$ cat config.mk
export PLATFORM = sky130hd
export DESIGN_NAME = cpu_run_ctrl
export DESIGN_NICKNAME = d
export VERILOG_FILES = /design/src/rtl/cpu_run_ctrl.sv
export SDC_FILE = /design/constraint.sdc
export NUM_CORES = 1
export LEC_CHECK = 0
export ABC_AREA = 1
export CAP_MARGIN = 15
export CORE_MARGIN = 2
export CORE_UTILIZATION = 55
export DETAILED_ROUTE_END_ITERATION = 10
export PLACE_DENSITY = 0.78
export SETUP_SLACK_MARGIN = 0.02
export SKIP_LAST_GASP = 1
export SYNTH_ARGS = -nofsm -noshare
export SYNTH_HDL_FRONTEND = slang
export SYNTH_SLANG_ARGS = --single-unit
$ cat constraint.sdc
create_clock -name i_clk -period 3.3 [get_ports i_clk]
set_clock_uncertainty 0.05 [all_clocks]
set_input_delay 0.66 -clock i_clk [delete_from_list [all_inputs] [get_ports i_clk]]
set_output_delay 0.66 -clock i_clk [all_outputs]
set_load 0.005 [all_outputs]
$ cat src/rtl/cpu_run_ctrl.sv
// cpu_run_ctrl: run/load controller sitting between the debounced switches /
// instruction receiver and the CPU core.
//
// Owns the instruction-memory write address during program load and produces
// the one-cycle CPU advance pulse (o_control_en), either free-running in RUN
// or one per step release in PAUSE.
//
// Ports:
//   i_clk        master clock
//   i_rst        asynchronous reset, active-high
//   i_run_btn    debounced run switch (acts on release)
//   i_step_btn   debounced step switch (acts on release)
//   i_rx_dv      one-cycle strobe: received instruction valid
//   i_halt       CPU loop/finish flag
//   i_rate_sel   RUN period = 2^(PULSE_WIDTH - i_rate_sel) cycles
//   o_on         high in every state except LOAD
//   o_state      LOAD=00, RUN=01, PAUSE=10, HALT=11
//   o_instr_addr instruction write address
//   o_instr_we   instruction write enable (combinational with i_rx_dv)
//   o_control_en one-cycle CPU advance pulse (registered)
//   o_mem_full   last address written; further writes dropped
//   o_halted     state == HALT
module cpu_run_ctrl #(
    parameter int ADDR_WIDTH  = 8,
    parameter int PULSE_WIDTH = 20
) (
    input  logic                  i_clk,
    input  logic                  i_rst,
    input  logic                  i_run_btn,
    input  logic                  i_step_btn,
    input  logic                  i_rx_dv,
    input  logic                  i_halt,
    input  logic [1:0]            i_rate_sel,
    output logic                  o_on,
    output logic [1:0]            o_state,
    output logic [ADDR_WIDTH-1:0] o_instr_addr,
    output logic                  o_instr_we,
    output logic                  o_control_en,
    output logic                  o_mem_full,
    output logic                  o_halted
);

    typedef enum logic [1:0] {
        ST_LOAD  = 2'b00,
        ST_RUN   = 2'b01,
        ST_PAUSE = 2'b10,
        ST_HALT  = 2'b11
    } state_t;

    localparam logic [ADDR_WIDTH-1:0]  ADDR_MAX = '1;
    localparam logic [PULSE_WIDTH-1:0] CNT_ONES = '1;

    state_t                  state_q, state_d;
    logic                    run_prev_q, step_prev_q;
    logic [ADDR_WIDTH-1:0]   addr_q, addr_d;
    logic                    full_q, full_d;
    logic [PULSE_WIDTH-1:0]  cnt_q, cnt_d;
    logic                    en_q, en_d;

    logic                    run_rel, step_rel;
    logic                    we;
    logic [PULSE_WIDTH-1:0]  rate_mask;
    logic                    terminal;

    assign run_rel  = run_prev_q & ~i_run_btn;
    assign step_rel = step_prev_q & ~i_step_btn;

    // Terminal count looks only at the low (PULSE_WIDTH - i_rate_sel) bits,
    // so a rate change takes effect without disturbing the counter.
    assign rate_mask = CNT_ONES >> i_rate_sel;
    assign terminal  = (cnt_q & rate_mask) == rate_mask;

    assign we = i_rx_dv & (state_q == ST_LOAD) & ~full_q;

    // Next state and advance pulse. Priority: run_rel > i_halt > step_rel.
    // A RUN terminal count only pulses when RUN is kept, so no pulse ever
    // lands in LOAD, PAUSE-entry or HALT.
    always_comb begin
        state_d = state_q;
        en_d    = 1'b0;
        case (state_q)
            ST_LOAD: begin
                if (run_rel)       state_d = ST_RUN;
                else if (step_rel) state_d = ST_PAUSE;
            end
            ST_RUN: begin
                if (run_rel)       state_d = ST_LOAD;
                else if (i_halt)   state_d = ST_HALT;
                else if (step_rel) state_d = ST_PAUSE;
                else               en_d    = terminal;
            end
            ST_PAUSE: begin
                if (run_rel)       state_d = ST_RUN;
                else if (i_halt)   state_d = ST_HALT;
                else if (step_rel) en_d    = 1'b1;
            end
            ST_HALT: begin
                if (run_rel)       state_d = ST_LOAD;
            end
            default: state_d = ST_LOAD;
        endcase
    end

    // Pulse counter: cleared on RUN entry, counts while in RUN, holds elsewhere.
    always_comb begin
        cnt_d = cnt_q;
        if (state_d == ST_RUN && state_q != ST_RUN)
            cnt_d = '0;
        else if (state_q == ST_RUN)
            cnt_d = cnt_q + 1'b1;
    end

    // Load addressing: saturates at the last location instead of wrapping.
    always_comb begin
        addr_d = addr_q;
        full_d = full_q;
        if (state_d == ST_LOAD && state_q != ST_LOAD) begin
            addr_d = '0;
            full_d = 1'b0;
        end else if (we) begin
            if (addr_q == ADDR_MAX) full_d = 1'b1;
            else                    addr_d = addr_q + 1'b1;
        end
    end

    always_ff @(posedge i_clk or posedge i_rst) begin
        if (i_rst) begin
            state_q     <= ST_LOAD;
            run_prev_q  <= 1'b0;
            step_prev_q <= 1'b0;
            addr_q      <= '0;
            full_q      <= 1'b0;
            cnt_q       <= '0;
            en_q        <= 1'b0;
        end else begin
            state_q     <= state_d;
            run_prev_q  <= i_run_btn;
            step_prev_q <= i_step_btn;
            addr_q      <= addr_d;
            full_q      <= full_d;
            cnt_q       <= cnt_d;
            en_q        <= en_d;
        end
    end

    assign o_on         = (state_q != ST_LOAD);
    assign o_state      = state_q;
    assign o_halted     = (state_q == ST_HALT);
    assign o_instr_addr = addr_q;
    assign o_instr_we   = we;
    assign o_control_en = en_q;
    assign o_mem_full   = full_q;

endmodule

==> results of run 1 <==
layout make-up:
type / instances / area (um2) / share of cell area
multi-input combinational: 196 / 1010 / 0.417
clock inverter: 3 / 40.0 / 0.0166
timing repair buffer: 23 / 228 / 0.0942
clock buffer: 5 / 68.8 / 0.0285
sequential: 34 / 851 / 0.352
tap: 48 / 60.1 / 0.0248
inverter: 43 / 161 / 0.0667
synthesized netlist by cell type, drive strengths merged:
cell type,instances
inv,43
o21ai,4
a21oi,5
or2,12
a31o,1
ha,7
nand3,37
nand4,4
nor2,36
nand2,77
o31ai,1
nand3b,2
nor3,4
a21o,1
o2111ai,1
dfrtp,34
o211ai,2
buf,2
xor2,2
how the worst max path moves through the flow:
stage                     cells after the start         end
final                                         4  o_instr_we
after global routing                          5  o_instr_we
after CTS                                     4  o_instr_we
after detailed placement                      4  o_instr_we
after global placement                        4  o_instr_we
after floorplan                              11   cnt_q[16]
state kept, by name, indices dropped and copies added (netlist names):
signal        flops
o_control_en      1
o_state           2
step_prev_q       1
run_prev_q        1
cnt_q            20
o_mem_full        1
o_instr_addr      8
stage by stage:
step / total power [mW] / util / setup WS [ns]
final: 1.50 / 0.671 / 0.697
after global routing: 1.61 / 0.671 / 0.594
after CTS: 1.51 / 0.671 / 0.691
after detailed placement: 1.13 / 0.641 / 0.698
after global placement: 1.12 / 0.641 / 0.705
after floorplan: 0.963 / - / 1.52
kinds of logic (layout without fill, tap and decap cells):
kind of cell               Yosys count  after routing  share of synthesized area
buffers and inverters               45             74                     0.0900
adders and majority gates            7              7                     0.0428
and+or+nand+nor                    172            172                      0.397
AOI/OAI and AO/OA                   15             15                     0.0453
xor gates and xnor gates             2              2                    0.00857
DFF                                 34             34                      0.416
routing by layer:
| layer | vias up | global-route usage |
|---|---|---|
| met4 | 0 | 0.101 |
| li1 | 922 | - |
| met3 | 6 | 0.0556 |
| met2 | 36 | 0.331 |
| met1 | 787 | 0.265 |
| met5 | - | 0 |
power by group:
group          internal, mW  switching, mW  total [mW]
combinational         0.235          0.363       0.598
clock                 0.222          0.153       0.375
sequential            0.468         0.0537       0.522
worst max-delay path, stage by stage:
cell and delay (ns):
clkdlybuf4s50_1 0.45, nand2_1 0.06, nor2_1 0.18, clkdlybuf4s50_1 0.54
==> results.cfg, run 1 <==
[worst_setup_path]
critPathLaunchType = input port
cp-end-kind = output pin
arrival_ns = 1.89
crit_fanout = 3
crit_start = i_rx_dv
critical_path_class = in2out
r2r_setup_slack_ns = 1.18
critPathRequiredTime_ns = 2.59
worstReg2RegStart = o_state[1]
r2r_end = cnt_q[19]
reg2regPathDepth = 10

[power]
power_density_nw_per_um2 = 618
ir_worst_vdd_uv = 274
p_leak_nw = 1.27

[final_layout]
final_common_cell = nand2_1
n_fill_cell = 305
stdcell_area_um2 = 2420
final_nets = 318
drive_gt1_frac = 0.102
antenna_cells = 0
layout_common_cells = 74 x nand2_1, 42 x inv_1, 36 x nor2_1
finalNonFillerCells = 352
area_growth_syn_to_layout_pct = 18.3

[route]
routedWlPerCell_um = 10.7
dr.pass1.iters = 4
maxUsedRoutingLayer = met4
wl_met3_um = 163
drt_wl_total_um = 3780
viasPerCell = 4.97
drtIter0Drc = 77
drt-met1-wl_um = 1810
met2_length_um = 1730
final_antenna_net_count = 0
drc = 0
vias = 1751

[global_route]
grt_max_degree = 35
overflow = 0
antenna_found_initial = 0
grt_pass1_vias = 1614
grtUsageTotal = 0.209
grt_pass1_wl_um = 6750

[sta]
setup_viol = 0
setup-tns-final_ns = 0
drv_slew = 0
max_freq_mhz = 384
period_share = 0.789
hold_viol = 0
hold_ws_ns = 0.467
rsz0062_at_grt = no
relSlewSlack = 0.718
worst_slew_pin_slew_ns = 0.423
min_period_ns = 2.60

[logic_synthesis]
synth.largest_area_cell = dfrtp_1
synth_cell_type_count = 26
synth_warnings = 0
synth_seq_cells = 34
avgSynthCellArea_um2 = 7.43
netlist_area_um2 = 2040
netlist_instances = 275
synth_area_leaders = dfrtp_1 42%, nand2_1 14%, inv_1 7.7%
synthesis.nets = 290
synth_top_area_frac = 0.416
seq_area_frac_synth = 0.416

[placement]
dp_hpwl_um = 2780
dpl.cell_count = 344
place.gp.congestion = 0.878
place_area_um2 = 2310
portBuffers = 22

[floorplanning]
die_area_um2 = 4220
start_util = 0.567
core_area_um2 = 3610
pin_count = 23
rows = 22
die_h_um = 65.0
die_w_um = 65.0

[outcome]
outcome = completed

[hold_path]
worstHoldStart = cnt_q[0]
hold_depth = 1
holdCritPathClass = reg2reg
min_to = cnt_q[0]

[clock_network]
cts_buffers = 5
cts_resized = 0
cts_max_level = 2
cts_buffer_depth = 2
cts.sinks = 34
cts_tree = built
root_buffer = clkbuf_8
post_cts_buffers = 0
clkLatencyLatePin_ns = 0.29
path_clk_slew_ns = 0.07
ctsHoldBuffers = 0

[run]
maxCapViolCount = 0
Note: power is estimated with default switching activity, not from simulation.
==> inputs of run 2 (changes only) <==
CORE_UTILIZATION = 50   (was 55)
PLACE_DENSITY = 0.75   (was 0.78)
clock period = 2.17 ns   (was 3.3 ns; I/O delays follow)
==> results.cfg, run 2 (same netlist as run 1, synthesis figures left out) <==
[final_layout]
area_growth_syn_to_layout_pct = 20.8
final_nets = 323
final_common_cell = nand2_1
largest_reg_flops = 20
layout_common_cells = 74 x nand2_1, 40 x inv_1, 36 x nor2_1
finalNonFillerCells = 359
drive_gt1_frac = 0.123
regMostFlops = cnt_q
antenna_cells = 0
n_fill_cell = 352

[global_route]
overflow = 0
grt_max_degree = 35
grt_pass1_vias = 1689
grtUsageTotal = 0.208
antenna_found_initial = 0
grt_pass1_wl_um = 7160

[sta]
worst_slew_pin_slew_ns = 0.444
setup-tns-final_ns = 0
relSlewSlack = 0.704
hold_viol = 0
drv_slew = 0
period_share = 0.937
setup_slack_ns = 0.137
min_period_ns = 2.03
max_freq_mhz = 492
rsz0062_at_grt = no
setup_viol = 0

[route]
routedWlPerCell_um = 11.4
drt_wl_total_um = 4110
vias = 1786
drtIter0Drc = 113
final_antenna_net_count = 0
viasPerCell = 4.97
drc = 0
dr.pass1.iters = 4

[placement]
pre_cts_ws_ns = 0.0780
dp_hpwl_um = 2940
portBuffers = 22
place.gp.congestion = 0.848
dpl.cell_count = 349

[clock_network]
clkLatencyLatePin_ns = 0.30
root_buffer = clkbuf_8
ctsHoldBuffers = 0
cts_max_level = 2
path_clk_slew_ns = 0.08
cts_buffer_depth = 2
cts_buffers = 5
cts_tree = built
cts.sinks = 34

[floorplanning]
start_util = 0.515
pin_count = 23
die_area_um2 = 4620
die_w_um = 67.9
die_h_um = 67.9
rows = 23
core_area_um2 = 3970

[hold_path]
worstHoldStart = cnt_q[0]
holdCritPathClass = reg2reg

[worst_setup_path]
reg2regPathDepth = 10
cp_slowest_cell = clkdlybuf4s50_1
r2r_setup_slack_ns = 0.20
cp-end-kind = output pin
critical_path_class = reg2out
critPathLaunchType = register
crit_fanout = 4
endpoint = o_halted
critPathRequiredTime_ns = 1.69
worstReg2RegStart = o_state[0]
arrival_ns = 1.55
r2r_end = o_instr_addr[1]
critPathBufInv = 2
worst_path_dominant_cell_family = buffers and inverters
crit_start = o_state[0]
crit_chain = buf_4 > ha_1 > clkdlybuf4s50_1
max_stage_delay_ns = 0.53
cp.depth = 3

[power]
finalPower_mw = 2.42
power_density_nw_per_um2 = 979
ir_worst_vdd_uv = 487
p_leak_nw = 1.30

[run]
maxCapViolCount = 0

[outcome]
outcome = completed
[run 2: cell count changes in the layout (fill, tap and decap cells not counted), sizes merged]
| cell | delta |
|---|---|
| dlygate4sd2 | +1 |
| clkdlybuf4s50 | -1 |
| buf | +5 |
[run 2: through the flow]
stage	cell area, um2	utilization	hold slack, ns
3_5_place_dp	2350	0.591	0.459
3_3_place_gp	2350	0.591	0.445
6_report	2470	0.622	0.477
2_1_floorplan	2040	-	0.415
4_1_cts	2470	0.622	0.472
5_1_grt	2470	0.622	0.497
[run 2: area by class of cell]
class / instances / area, um2 / share of cell area
clock buffer: 5 / 68.8 / 0.0279
clock inverter: 3 / 40.0 / 0.0162
inverter: 43 / 161 / 0.0653
multi-input combinational: 196 / 1010 / 0.409
sequential: 34 / 851 / 0.344
tap: 50 / 62.6 / 0.0253
timing repair buffer: 28 / 277 / 0.112
[run 2: worst min-delay path by stage]
| stage | end | slack, ns | cells after the start |
|---|---|---|---|
| floorplan | run_prev_q | 0.42 | 0 |
| global placement | cnt_q[0] | 0.44 | 1 |
| detailed placement | o_mem_full | 0.46 | 2 |
| CTS | cnt_q[0] | 0.47 | 1 |
| global route | cnt_q[0] | 0.50 | 1 |
| finish | cnt_q[0] | 0.48 | 1 |
[run 2: power breakdown]
part / leakage, nW / switching, mW / internal [mW]
logic: 0.780 / 0.597 / 0.448
registers: 0.461 / 0.0728 / 0.711
clock network: 0.0579 / 0.250 / 0.338
total: 1.30 / 0.920 / 1.50
[run 2: routing by layer]
layer / share of wire / track usage
met1: 0.47 / 0.249
met2: 0.47 / 0.357
met3: 0.037 / 0.0510
met4: 0.017 / 0.0850
met5: 0 / 0
[run 2: repair_timing]
| action | CTS | global route |
|---|---|---|
| buffers inserted | 2 | 0 |
| endpoints found under the setup margin | 2 | 0 |
| resized for setup | 3 | 0 |
==> inputs of run 3 (changes only) <==
clock period = 1.8 ns   (was 2.17 ns; I/O delays follow)
==> results.cfg, run 3 (same netlist as run 1, synthesis figures left out) <==
[outcome]
outcome = complete, but fails checks
violations = setup timing

[power]
p_leak_nw = 1.53
finalPower_mw = 4.12
power_density_nw_per_um2 = 1350
ir_worst_vdd_uv = 665

[placement]
portBuffers = 22
dp_hpwl_um = 3030
place_area_um2 = 2500
pre_cts_ws_ns = -0.131
dpl.cell_count = 367
place.gp.congestion = 0.878

[route]
routedWlPerCell_um = 14.7
dr.pass1.iters = 4
drtIter0Drc = 232
vias = 2124
viasPerCell = 5.35
final_antenna_net_count = 0
drc = 0
drt_wl_total_um = 5830

[clock_network]
ctsHoldBuffers = 0
cts_buffers = 5
cts_buffer_depth = 2
cts_tree = built
clkLatencyLatePin_ns = 0.30
cts_max_level = 2
path_clk_slew_ns = 0.08
root_buffer = clkbuf_8
cts.sinks = 34

[global_route]
grtUsageTotal = 0.216
antenna_found_initial = 0
grt_max_degree = 35
grt_pass1_wl_um = 7500
grt_pass1_vias = 1822
overflow = 0

[sta]
period_share = 1.06
setup_slack_ns = -0.103
setup-tns-final_ns = -1.87
max_freq_mhz = 525
worst_slew_pin_slew_ns = 0.436
relSlewSlack = 0.709
hold_ws_ns = 0.411
min_period_ns = 1.90
drv_slew = 0
rsz0062_at_grt = yes
hold_viol = 0
setup_viol = 26

[floorplanning]
rows = 23
start_util = 0.515
core_area_um2 = 3970
die_area_um2 = 4620
die_w_um = 67.9
die_h_um = 67.9
pin_count = 23

[final_layout]
antenna_cells = 0
fin_util = 0.768
largest_reg_flops = 20
n_fill_cell = 267
regMostFlops = cnt_q
drive_gt1_frac = 0.340
stdcell_area_um2 = 3050
final_common_cell = nand2_1
area_growth_syn_to_layout_pct = 49.3
final_nets = 361
finalNonFillerCells = 397
layout_common_cells = 62 x nand2_1, 35 x buf_4, 34 x dfrtp_1

[worst_setup_path]
crit_fanout = 4
cp-end-kind = register
reg2regPathDepth = 13
arrival_ns = 2.04
critical_path_class = reg2reg
critPathRequiredTime_ns = 1.94
r2r_end = cnt_q[15]
critPathLaunchType = register
worstReg2RegStart = o_state[0]
r2r_setup_slack_ns = -0.10

[hold_path]
holdCritPathClass = in2async

[run]
maxCapViolCount = 0
[run 3: cell type report]
type	instances	area [um2]	share of cell area
Clock buffer	6	82.6	0.0271
Clock inverter	2	12.5	0.00410
Inverter	43	168	0.0549
Multi-Input combinational cell	197	1260	0.414
Sequential cell	34	851	0.279
Tap cell	50	62.6	0.0205
Timing Repair Buffer	65	613	0.201
[run 3: repair_timing]
action | CTS | global route
cloned | 0 | 4
buffers inserted | 10 | 9
gates resized for setup | 16 | 56
pin swaps | 2 | 19
endpoints found under the setup margin | 30 | 32
[run 3: power breakdown]
group / switching (mW) / leakage (nW) / total (mW) / internal (mW)
Sequential: 0.0994 / 0.461 / 0.957 / 0.857
Clock: 0.297 / 0.0472 / 0.605 / 0.307
Combinational: 1.29 / 1.02 / 2.56 / 1.27
[run 3: worst max path at each step]
stage,startpoint,to,slack [ns],cells after the start
2_1_floorplan,o_state[1],cnt_q[16],0.05,11
3_3_place_gp,i_rx_dv,o_instr_we,-0.11,4
3_5_place_dp,i_step_btn,o_instr_addr[1],-0.13,10
4_1_cts,o_state[0],o_state[0],-0.05,3
5_1_grt,o_state[0],cnt_q[19],-0.18,13
6_report,o_state[0],cnt_q[15],-0.10,13
[run 3: routing by layer]
layer / wire length, um / up-vias / track usage
met5: 0 / - / 0
met4: 215 / 0 / 0.0750
met2: 2980 / 75 / 0.379
li1: - / 1012 / -
met1: 2350 / 1016 / 0.258
met3: 288 / 21 / 0.0493
[run 3: worst max-delay path: stages (launching register included)]
cell	delay, ns
dfrtp_1	0.43
inv_2	0.10
buf_6	0.11
ha_4	0.14
inv_4	0.05
nand2_4	0.05
nor2_2	0.04
nor2_1	0.11
nand2_1	0.10
nand2_4	0.10
nand4_4	0.18
clkbuf_16	0.22
nand3_2	0.05
nand2_1	0.05
